==> src/rtl/spi_arb_pkg.sv <==
// Shared types and the round-robin pick helper for the spi core register-port arbiter.
package spi_arb_pkg;

    typedef enum logic {
        IDLE  = 1'b0,
        OWNED = 1'b1
    } arb_state_e;

    localparam int unsigned MAX_N     = 8;
    localparam int unsigned PTR_W_MAX = $clog2(MAX_N);

    // One-hot pick of the first set req bit at or after ptr, wrapping at n (not at a power of two).
    function automatic logic [MAX_N-1:0] rr_pick(input logic [MAX_N-1:0] req,
                                                 input int unsigned      ptr,
                                                 input int unsigned      n);
        logic [MAX_N-1:0]     oh;
        logic                 found;
        int unsigned          k;
        logic [PTR_W_MAX-1:0] ks;
        oh    = '0;
        found = 1'b0;
        for (int unsigned i = 0; i < MAX_N; i++) begin
            if (i < n) begin
                k = ptr + i;
                if (k >= n) k = k - n;
                ks = k[PTR_W_MAX-1:0];
                if (!found && req[ks]) begin
                    oh[ks] = 1'b1;
                    found  = 1'b1;
                end
            end
        end
        return oh;
    endfunction

endpackage

==> src/rtl/spi_arb_rr.sv <==
// Combinational round-robin picker: one-hot grant candidate and its index.
module spi_arb_rr
    import spi_arb_pkg::*;
#(
    parameter int unsigned N  = 2,
    parameter int unsigned PW = 1
) (
    input  logic [N-1:0]  req_i,
    input  logic [PW-1:0] ptr_i,
    output logic [N-1:0]  pick_o,
    output logic [PW-1:0] idx_o,
    output logic          valid_o
);

    logic [MAX_N-1:0] oh;

    always_comb begin
        oh      = rr_pick(MAX_N'(req_i), 32'(ptr_i), N);
        pick_o  = oh[N-1:0];
        valid_o = |oh;
        idx_o   = '0;
        for (int unsigned i = 0; i < N; i++) begin
            if (oh[i]) idx_o = PW'(i);
        end
    end

endmodule

==> src/rtl/spi_arb.sv <==
// Round-robin owner arbiter for the spi core register port, with lock, fairness hold
// limit and irq routing to the current or most recent owner.
module spi_arb
    import spi_arb_pkg::*;
#(
    parameter int unsigned N       = 2,
    parameter int unsigned AW      = 5,
    parameter int unsigned MAXHOLD = 16
) (
    input  logic            clk,
    input  logic            rstn,
    input  logic [N-1:0]    req,
    input  logic [N-1:0]    lock,
    input  logic [N*AW-1:0] r_addr,
    input  logic [N-1:0]    r_we,
    input  logic [N-1:0]    r_re,
    input  logic [N*32-1:0] r_wd,
    output logic [N-1:0]    gnt,
    output logic [N-1:0]    ack,
    output logic [31:0]     r_rd,
    output logic [AW-1:0]   addr,
    output logic            we,
    output logic            re,
    output logic [31:0]     wd,
    input  logic [31:0]     rd,
    input  logic            irq_in,
    output logic [N-1:0]    irq
);

    localparam int unsigned PW = $clog2(N);
    localparam int unsigned HW = $clog2(MAXHOLD + 1);

    arb_state_e    state_q, state_d;
    logic [PW-1:0] ptr_q, ptr_d;
    logic [PW-1:0] owner_q, owner_d;
    logic [PW-1:0] last_q, last_d;
    logic          last_vld_q, last_vld_d;
    logic [N-1:0]  gnt_q, gnt_d;
    logic [N-1:0]  ack_q, ack_d;
    logic [N-1:0]  irq_q, irq_d;
    logic [31:0]   rd_q, rd_d;
    logic [HW-1:0] hold_q, hold_d;

    logic [N-1:0]  pick_oh;
    logic [PW-1:0] pick_idx;
    logic          pick_vld;

    logic          o_gnt, o_we, o_re, o_req, o_lock, others_req, release_c;
    logic [AW-1:0] sel_addr;
    logic [31:0]   sel_wd;

    spi_arb_rr #(
        .N  (N),
        .PW (PW)
    ) u_rr (
        .req_i   (req),
        .ptr_i   (ptr_q),
        .pick_o  (pick_oh),
        .idx_o   (pick_idx),
        .valid_o (pick_vld)
    );

    always_comb begin
        o_gnt      = 1'b0;
        o_we       = 1'b0;
        o_re       = 1'b0;
        o_req      = 1'b0;
        o_lock     = 1'b0;
        others_req = 1'b0;
        sel_addr   = '0;
        sel_wd     = '0;
        for (int unsigned i = 0; i < N; i++) begin
            if (owner_q == PW'(i)) begin
                o_gnt    = gnt_q[i];
                o_we     = r_we[i];
                o_re     = r_re[i];
                o_req    = req[i];
                o_lock   = lock[i];
                sel_addr = r_addr[i*AW +: AW];
                sel_wd   = r_wd[i*32 +: 32];
            end else begin
                others_req = others_req | req[i];
            end
        end
        // gnt_q is only non-zero in OWNED, so gating on it zeroes the core port in IDLE.
        we   = o_gnt & o_we;
        re   = o_gnt & o_re & ~o_we;
        addr = o_gnt ? sel_addr : '0;
        wd   = o_gnt ? sel_wd : '0;
    end

    always_comb begin
        state_d    = state_q;
        ptr_d      = ptr_q;
        owner_d    = owner_q;
        last_d     = last_q;
        last_vld_d = last_vld_q;
        gnt_d      = gnt_q;
        ack_d      = '0;
        rd_d       = rd_q;
        hold_d     = hold_q;
        release_c  = 1'b0;
        for (int unsigned i = 0; i < N; i++) begin
            irq_d[i] = irq_in & last_vld_q & (last_q == PW'(i));
        end
        case (state_q)
            IDLE: begin
                if (pick_vld) begin
                    gnt_d      = pick_oh;
                    owner_d    = pick_idx;
                    last_d     = pick_idx;
                    last_vld_d = 1'b1;
                    hold_d     = '0;
                    state_d    = OWNED;
                end
            end
            OWNED: begin
                if (we | re) begin
                    ack_d = gnt_q;
                    if (hold_q != HW'(MAXHOLD)) hold_d = hold_q + 1'b1;
                end
                if (re) rd_d = rd;
                release_c = ~o_req |
                            (~o_lock & (hold_q == HW'(MAXHOLD)) & others_req & ~(o_we | o_re));
                if (release_c) begin
                    gnt_d   = '0;
                    state_d = IDLE;
                    ptr_d   = (owner_q == PW'(N - 1)) ? '0 : owner_q + 1'b1;
                end
            end
            default: state_d = IDLE;
        endcase
    end

    always_ff @(posedge clk or negedge rstn) begin
        if (!rstn) begin
            state_q    <= IDLE;
            ptr_q      <= '0;
            owner_q    <= '0;
            last_q     <= '0;
            last_vld_q <= 1'b0;
            gnt_q      <= '0;
            ack_q      <= '0;
            irq_q      <= '0;
            rd_q       <= '0;
            hold_q     <= '0;
        end else begin
            state_q    <= state_d;
            ptr_q      <= ptr_d;
            owner_q    <= owner_d;
            last_q     <= last_d;
            last_vld_q <= last_vld_d;
            gnt_q      <= gnt_d;
            ack_q      <= ack_d;
            irq_q      <= irq_d;
            rd_q       <= rd_d;
            hold_q     <= hold_d;
        end
    end

    assign gnt  = gnt_q;
    assign ack  = ack_q;
    assign irq  = irq_q;
    assign r_rd = rd_q;

endmodule

==> config.mk <==
export PLATFORM = sky130hd
export DESIGN_NAME = spi_arb
export DESIGN_NICKNAME = d
export VERILOG_FILES = /design/src/rtl/spi_arb_pkg.sv /design/src/rtl/spi_arb_rr.sv /design/src/rtl/spi_arb.sv
export SDC_FILE = /design/constraint.sdc
export NUM_CORES = 1
export LEC_CHECK = 0
export CAP_MARGIN = 20
export CORE_ASPECT_RATIO = 1.75
export CORE_MARGIN = 2
export CORE_UTILIZATION = 37
export DETAILED_ROUTE_END_ITERATION = 10
export PLACE_DENSITY = 0.94
export SYNTH_ARGS = -nofsm -noshare
export SYNTH_HDL_FRONTEND = slang
export SYNTH_HIERARCHICAL = 1
export SYNTH_SLANG_ARGS = --single-unit
==> constraint.sdc <==
create_clock -name clk -period 4.1 [get_ports clk]
set_clock_uncertainty 0.1 [all_clocks]
set_input_delay 1.23 -clock clk [delete_from_list [all_inputs] [get_ports clk]]
set_output_delay 1.23 -clock clk [all_outputs]
set_load 0.01 [all_outputs]
==> results.py, run 1 <==
metrics = {
    "outcome": {
        "status": "complete, no violations",
    },
    "sta": {
        "finalHoldViolCount": 0,
        "rsz0062_at_grt": "no",
        "fin_setup_tns_ns": 0,
        "setup_viol": 0,
        "maxSlewViolCount": 0,
        "fin_crit_ns": 3.92,
        "tightest_slew_ns": 0.702,
        "fin_crit_sh_pct": 95.7,
        "worst_slack_ns": 0.175,
        "whs_ns": 0.392,
        "max_freq_mhz": 255,
        "relSlewSlack_pct": 53.2,
    },
    "routing": {
        "wl_mm": 8.91,
        "firstDrtPassIters": 4,
        "post_drt_wl_per_cell_um": 17.5,
        "via_per_inst": 5.06,
        "drc": 0,
        "ant_nets": 0,
        "vias": 2576,
        "drt-initial-drc-count": 153,
    },
    "floorplanning": {
        "ios": 194,
        "core_area_um2": 6590,
        "num_rows": 39,
        "start_util_pct": 38.4,
        "fp.dieH_um": 113,
        "fp.dieW_um": 66.5,
        "die_area_um2": 7540,
    },
    "clocking": {
        "clk_latency_ns": 0.29,
        "cts_inserted_buffers": 5,
        "clock-sinks": 47,
        "postCtsResizedCells": 2,
        "cts_setup_buffers": 0,
        "cts_tree": "yes",
        "ctsHtreeMaxLevel": 2,
        "cts_buffer_depth": 2,
        "cts_root_buf": "clkbuf_16",
        "path_clk_slew_ns": 0.06,
        "cts_hold_buffers": 0,
    },
    "critical_path": {
        "worstPathRequired_ns": 2.77,
        "cp.arrival_ns": 2.59,
        "crit_path_start_kind": "input pin",
        "path_class": "input pin to primary output",
        "worstPathMaxFanout": 2,
        "cp-end-kind": "primary output",
    },
    "synthesis": {
        "synth_edf_count": 0,
        "synthCells": 236,
        "synth_ff_type": "dfrtp_1",
        "syn-cell-area_um2": 2530,
        "yosysWarningCount": 6,
        "synthArstFlopShare_pct": 100,
        "syn_nets": 355,
        "ys_types": 32,
        "synth.avg_cell_area_um2": 10.7,
        "ys_seq_area_share_pct": 46.5,
        "ys_ff_latch": 47,
    },
    "placed_design": {
        "port_buffers": 193,
        "hpwl_mm": 6.96,
        "dpl_worst_slack_ns": -0.0973,
        "placed_area_um2": 4540,
        "gp_congestion": 0.782,
    },
    "cells_and_area": {
        "seq_area_um2": 1180,
        "drive_above_1_share_pct": 9.13,
        "diodes": 0,
        "stdcell_area_um2": 4700,
        "multi_input_area_um2": 1270,
        "nNetsFinal": 545,
        "syn2layout_area_growth_pct": 85.7,
        "fillers": 475,
    },
    "grt": {
        "grt_pass1_vias": 2760,
        "gr-total-overflow": 0,
        "grt_max_degree": 48,
        "antenna_found_initial": 0,
        "grt.total_usage_pct": 23.8,
        "grt_pass1_wl_mm": 13.5,
    },
    "pwr": {
        "ir_drop_mv": 0.333,
        "power_density_nw_per_um2": 586,
        "leakage_nw": 1.97,
    },
    "min_path": {
        "min_path_type": "flip-flop to flip-flop",
    },
    "flow_run": {
        "drv_cap": 0,
    },
}
-- cell type report --
| type | instances | area share [%] |
|---|---|---|
| clock buffer | 6 | 2.74 |
| multi-input combinational | 164 | 26.9 |
| sequential | 47 | 25.0 |
| clock inverter | 2 | 0.266 |
| tap | 82 | 2.18 |
| inverter | 10 | 0.799 |
| timing repair buffer | 198 | 42.0 |
-- per-layer routing --
metal	track usage (%)	vias up	part of all wire, %
met2	46.3	168	56
met4	10.5	0	3.2
met3	4.54	22	7.1
li1	-	1194	-
met1	23.2	1192	34
met5	0	-	0
-- critical path, stage by stage --
cell and delay, ns:
clkdlybuf4s50_1 0.47, buf_4 0.11, mux2i_1 0.05, nor2_1 0.15
clkdlybuf4s50_1 0.57
-- power by group --
group	internal, W	leakage [nW]	total [W]	switching [W]
Sequential	0.000652	0.588	0.000786	0.000134
Clock	0.000225	0.0669	0.000393	0.000168
Combinational	0.000898	1.32	0.00158	0.000678
Total	0.00178	1.97	0.00275	0.000979
-- logic make-up (layout without fill, tap and decap cells) --
logic type | count (synthesis) | after routing | share of synthesized area, %
mux | 76 | 76 | 31.7
simple gates | 69 | 69 | 12.0
flops | 47 | 47 | 46.5
buf+inv | 25 | 216 | 4.10
compound gates | 17 | 17 | 4.75
fa+ha+maj | 2 | 2 | 0.988
-- registers in the layout, indices dropped and copies added, names as in the netlist --
| signal | count |
|---|---|
| ack | 2 |
| gnt | 2 |
| hold_q | 5 |
| irq | 2 |
| last_q | 1 |
| last_vld_q | 1 |
| ptr_q | 1 |
| r_rd | 32 |
| state_q | 1 |
-- cell usage in the layout (no fill, tap or decap), types with 4 or more instances in the layout --
cell             instances
inv_1                   10
clkbuf_16                5
mux2_1                  15
mux2_2                  19
o21ai_0                  5
nand2_1                  8
mux2i_1                 41
buf_4                    4
clkdlybuf4s50_1        191
nor2_1                  45
dfrtp_1                 46
-- synth_stat cells, types with 2 or more instances --
cell type	n	area share, %
nor3b_1	2	0.59
a21oi_1	3	0.59
mux2i_1	42	17
inv_1	10	1.5
buf_1	4	0.59
or3_1	3	0.74
ha_1	2	0.99
mux2_2	19	8.5
nand2_1	8	1.2
clkbuf_1	5	0.74
buf_2	5	0.99
nor2_1	46	6.8
a21boi_1	2	0.59
o21ai_0	5	0.99
dfrtp_1	47	46
nand3_1	2	0.40
mux2_1	15	6.7
o32ai_1	2	0.69
-- per-stage QoR --
step	instances	util [%]	total power (W)
after floorplan	236	-	0.00147
final	509	71.4	0.00275
after global placement	500	68.9	0.00229
after CTS	508	71.1	0.00278
after detailed placement	500	68.9	0.00236
after global routing	509	71.4	0.00291
-- final timing paths --
path	from	cells past startpoint	endpoint	slack, ns
max in group asynchronous	rstn	2	last_q	2.78
hold / removal	r_rd[1]	1	r_rd[1]	0.39
hold reg to reg	r_rd[1]	1	r_rd[1]	0.39
setup reg to reg	last_q	5	hold_q[1]	1.45
setup / recovery	r_we[0]	5	we	0.18
min in group asynchronous	rstn	1	gnt[0]	0.66
Note: power is estimated with default switching activity, not from simulation.
==> run 2, diff against run 1 <==
--- a/config.mk
+++ b/config.mk
@@ -8,9 +8,10 @@
 export CAP_MARGIN = 20
 export CORE_ASPECT_RATIO = 1.75
 export CORE_MARGIN = 2
-export CORE_UTILIZATION = 37
+export CORE_UTILIZATION = 34
+export CTS_CLUSTER_SIZE = 8
 export DETAILED_ROUTE_END_ITERATION = 10
-export PLACE_DENSITY = 0.94
+export PLACE_DENSITY = 0.87
 export SYNTH_ARGS = -nofsm -noshare
 export SYNTH_HDL_FRONTEND = slang
 export SYNTH_HIERARCHICAL = 1
==> constraint.sdc (replaced) <==
create_clock -name clk -period 4.2 [get_ports clk]
set_clock_uncertainty 0.1 [all_clocks]
set_input_delay 1.26 -clock clk [delete_from_list [all_inputs] [get_ports clk]]
set_output_delay 1.26 -clock clk [all_outputs]
set_load 0.01 [all_outputs]
==> results.py, run 2 (synthesized netlist as in run 1, its figures left out) <==
metrics = {
    "outcome": {
        "status": "complete, no violations",
    },
    "sta": {
        "fin_crit_ns": 4.01,
        "rsz0062_at_grt": "no",
        "setup_viol": 0,
        "max_freq_mhz": 250,
        "finalHoldViolCount": 0,
        "tightest_slew_ns": 0.885,
        "maxSlewViolCount": 0,
        "worst_slack_ns": 0.193,
        "relSlewSlack_pct": 39.7,
        "fin_crit_sh_pct": 95.4,
    },
    "clocking": {
        "ctsHtreeMaxLevel": 2,
        "cts_inserted_buffers": 5,
        "path_clk_slew_ns": 0.06,
        "cts_hold_buffers": 0,
        "cts_setup_buffers": 0,
        "clock-sinks": 47,
        "cts_tree": "yes",
        "clk_latency_ns": 0.28,
        "cts_root_buf": "clkbuf_16",
        "cts_buffer_depth": 2,
    },
    "min_path": {
        "worstHoldStart": "last_vld_q",
        "holdPathEnd": "last_vld_q",
        "hold_depth": 1,
        "min_path_type": "flip-flop to flip-flop",
    },
    "critical_path": {
        "cp.arrival_ns": 2.65,
        "ff2ff_path_depth": 5,
        "path_class": "input pin to primary output",
        "max_stage_delay_ns": 0.59,
        "rr_startpoint": "last_q",
        "cp-end-kind": "primary output",
        "cp_common_cell": "clkdlybuf4s50_1",
        "crit_path_start_kind": "input pin",
        "r2r-end": "hold_q[1]",
        "worstPathMaxFanout": 3,
        "worstPathRequired_ns": 2.84,
        "r2r_slack_ns": 1.64,
        "crit_path_top_delay_cell": "clkdlybuf4s50_1",
        "path_cells": "clkdlybuf4s50_1, mux2i_1, nor2_1, clkdlybuf4s50_1",
    },
    "routing": {
        "firstDrtPassIters": 4,
        "wl_mm": 7.84,
        "ant_nets": 0,
        "vias": 2468,
        "via_per_inst": 4.82,
        "drt-initial-drc-count": 73,
        "post_drt_wl_per_cell_um": 15.3,
        "drc": 0,
    },
    "pwr": {
        "leakage_nw": 1.99,
        "total_power_w": 0.00271,
        "ir_drop_mv": 0.281,
        "power_density_nw_per_um2": 573,
    },
    "floorplanning": {
        "num_rows": 41,
        "fp.dieW_um": 69.2,
        "start_util_pct": 35.0,
        "fp.dieH_um": 118,
        "ios": 194,
        "core_area_um2": 7230,
        "die_area_um2": 8180,
    },
    "placed_design": {
        "dpl_worst_slack_ns": -0.0177,
        "gp_congestion": 0.904,
        "port_buffers": 193,
        "hpwl_mm": 6.34,
    },
    "cells_and_area": {
        "final_cell_mix": "clkdlybuf4s50_1 (191), nor2_1 (46), dfrtp_1 (46)",
        "final_common_cell": "clkdlybuf4s50_1",
        "multi_input_area_um2": 1260,
        "fillers": 586,
        "diodes": 0,
        "nNetsFinal": 544,
        "seq_area_um2": 1180,
        "drive_above_1_share_pct": 8.92,
        "largest_register_ffs": 32,
        "finish.utilization_pct": 65.4,
        "syn2layout_area_growth_pct": 86.8,
    },
    "grt": {
        "grt.total_usage_pct": 19.4,
        "gr-total-overflow": 0,
        "antenna_found_initial": 0,
        "grt_max_degree": 48,
        "grt_pass1_vias": 2580,
        "grt_pass1_wl_mm": 12.6,
    },
    "flow_run": {
        "drv_cap": 0,
    },
}
run 2: layout make-up:
class / count / share of cell area [%]
multi-input cells: 164 / 26.7
inverters: 10 / 0.794
repair buffers: 197 / 41.6
clock inverters: 2 / 0.741
flip-flops and latches: 47 / 24.9
well taps: 86 / 2.28
clock buffers: 6 / 2.94
run 2: critical path: cells and delay by family:
kind                   cells  cell delay, ns
AND/OR/NAND/NOR            1            0.21
buffers and inverters      2            1.09
multiplexers               1            0.08
run 2: worst max-delay path by stage:
stage	cells after the start	start	end
3_5_place_dp	5	r_re[0]	re
3_3_place_gp	5	r_re[0]	re
2_1_floorplan	3	r_re[0]	re
4_1_cts	4	r_we[1]	we
5_1_grt	4	r_we[1]	we
6_report	4	r_we[1]	we
run 2: through the flow:
stage	std cells	hold WS [ns]	cell area [um^2]	TNS, ns
floorplan	236	0.339	2530	0
global placement	503	0.356	4540	0
detailed placement	503	0.361	4540	-0.0177
CTS	511	0.377	4710	0
global route	512	0.389	4730	0
finish	512	0.373	4730	0
run 2: power breakdown:
part	total [W]	leakage (nW)	internal, W	switching [W]
clock network	0.000455	0.0868	0.000296	0.000160
logic	0.00151	1.31	0.000874	0.000635
registers	0.000743	0.588	0.000636	0.000107
total	0.00271	1.99	0.00181	0.000901
run 2: what timing repair did:
action                                  4_1_cts  5_1_grt
endpoints found under the hold margin         0        0
endpoints found under the setup margin        1        0
gates resized for setup                       1        0
run 2: layer usage:
layer	vias to the layer above	global-route usage [%]	wire, um
li1	1188	-	-
met1	1100	24.0	3220
met2	171	32.9	3840
met3	9	4.43	637
met4	0	6.50	141
met5	-	0	0
==> run 3, diff against run 2 <==
--- a/config.mk
+++ b/config.mk
@@ -9,6 +9,7 @@
 export CORE_ASPECT_RATIO = 1.75
 export CORE_MARGIN = 2
 export CORE_UTILIZATION = 34
+export CTS_CLUSTER_DIAMETER = 40
 export CTS_CLUSTER_SIZE = 8
 export DETAILED_ROUTE_END_ITERATION = 10
 export PLACE_DENSITY = 0.87
==> results of run 3 <==
Final layout, timing and power as in run 2 (identical DEF).
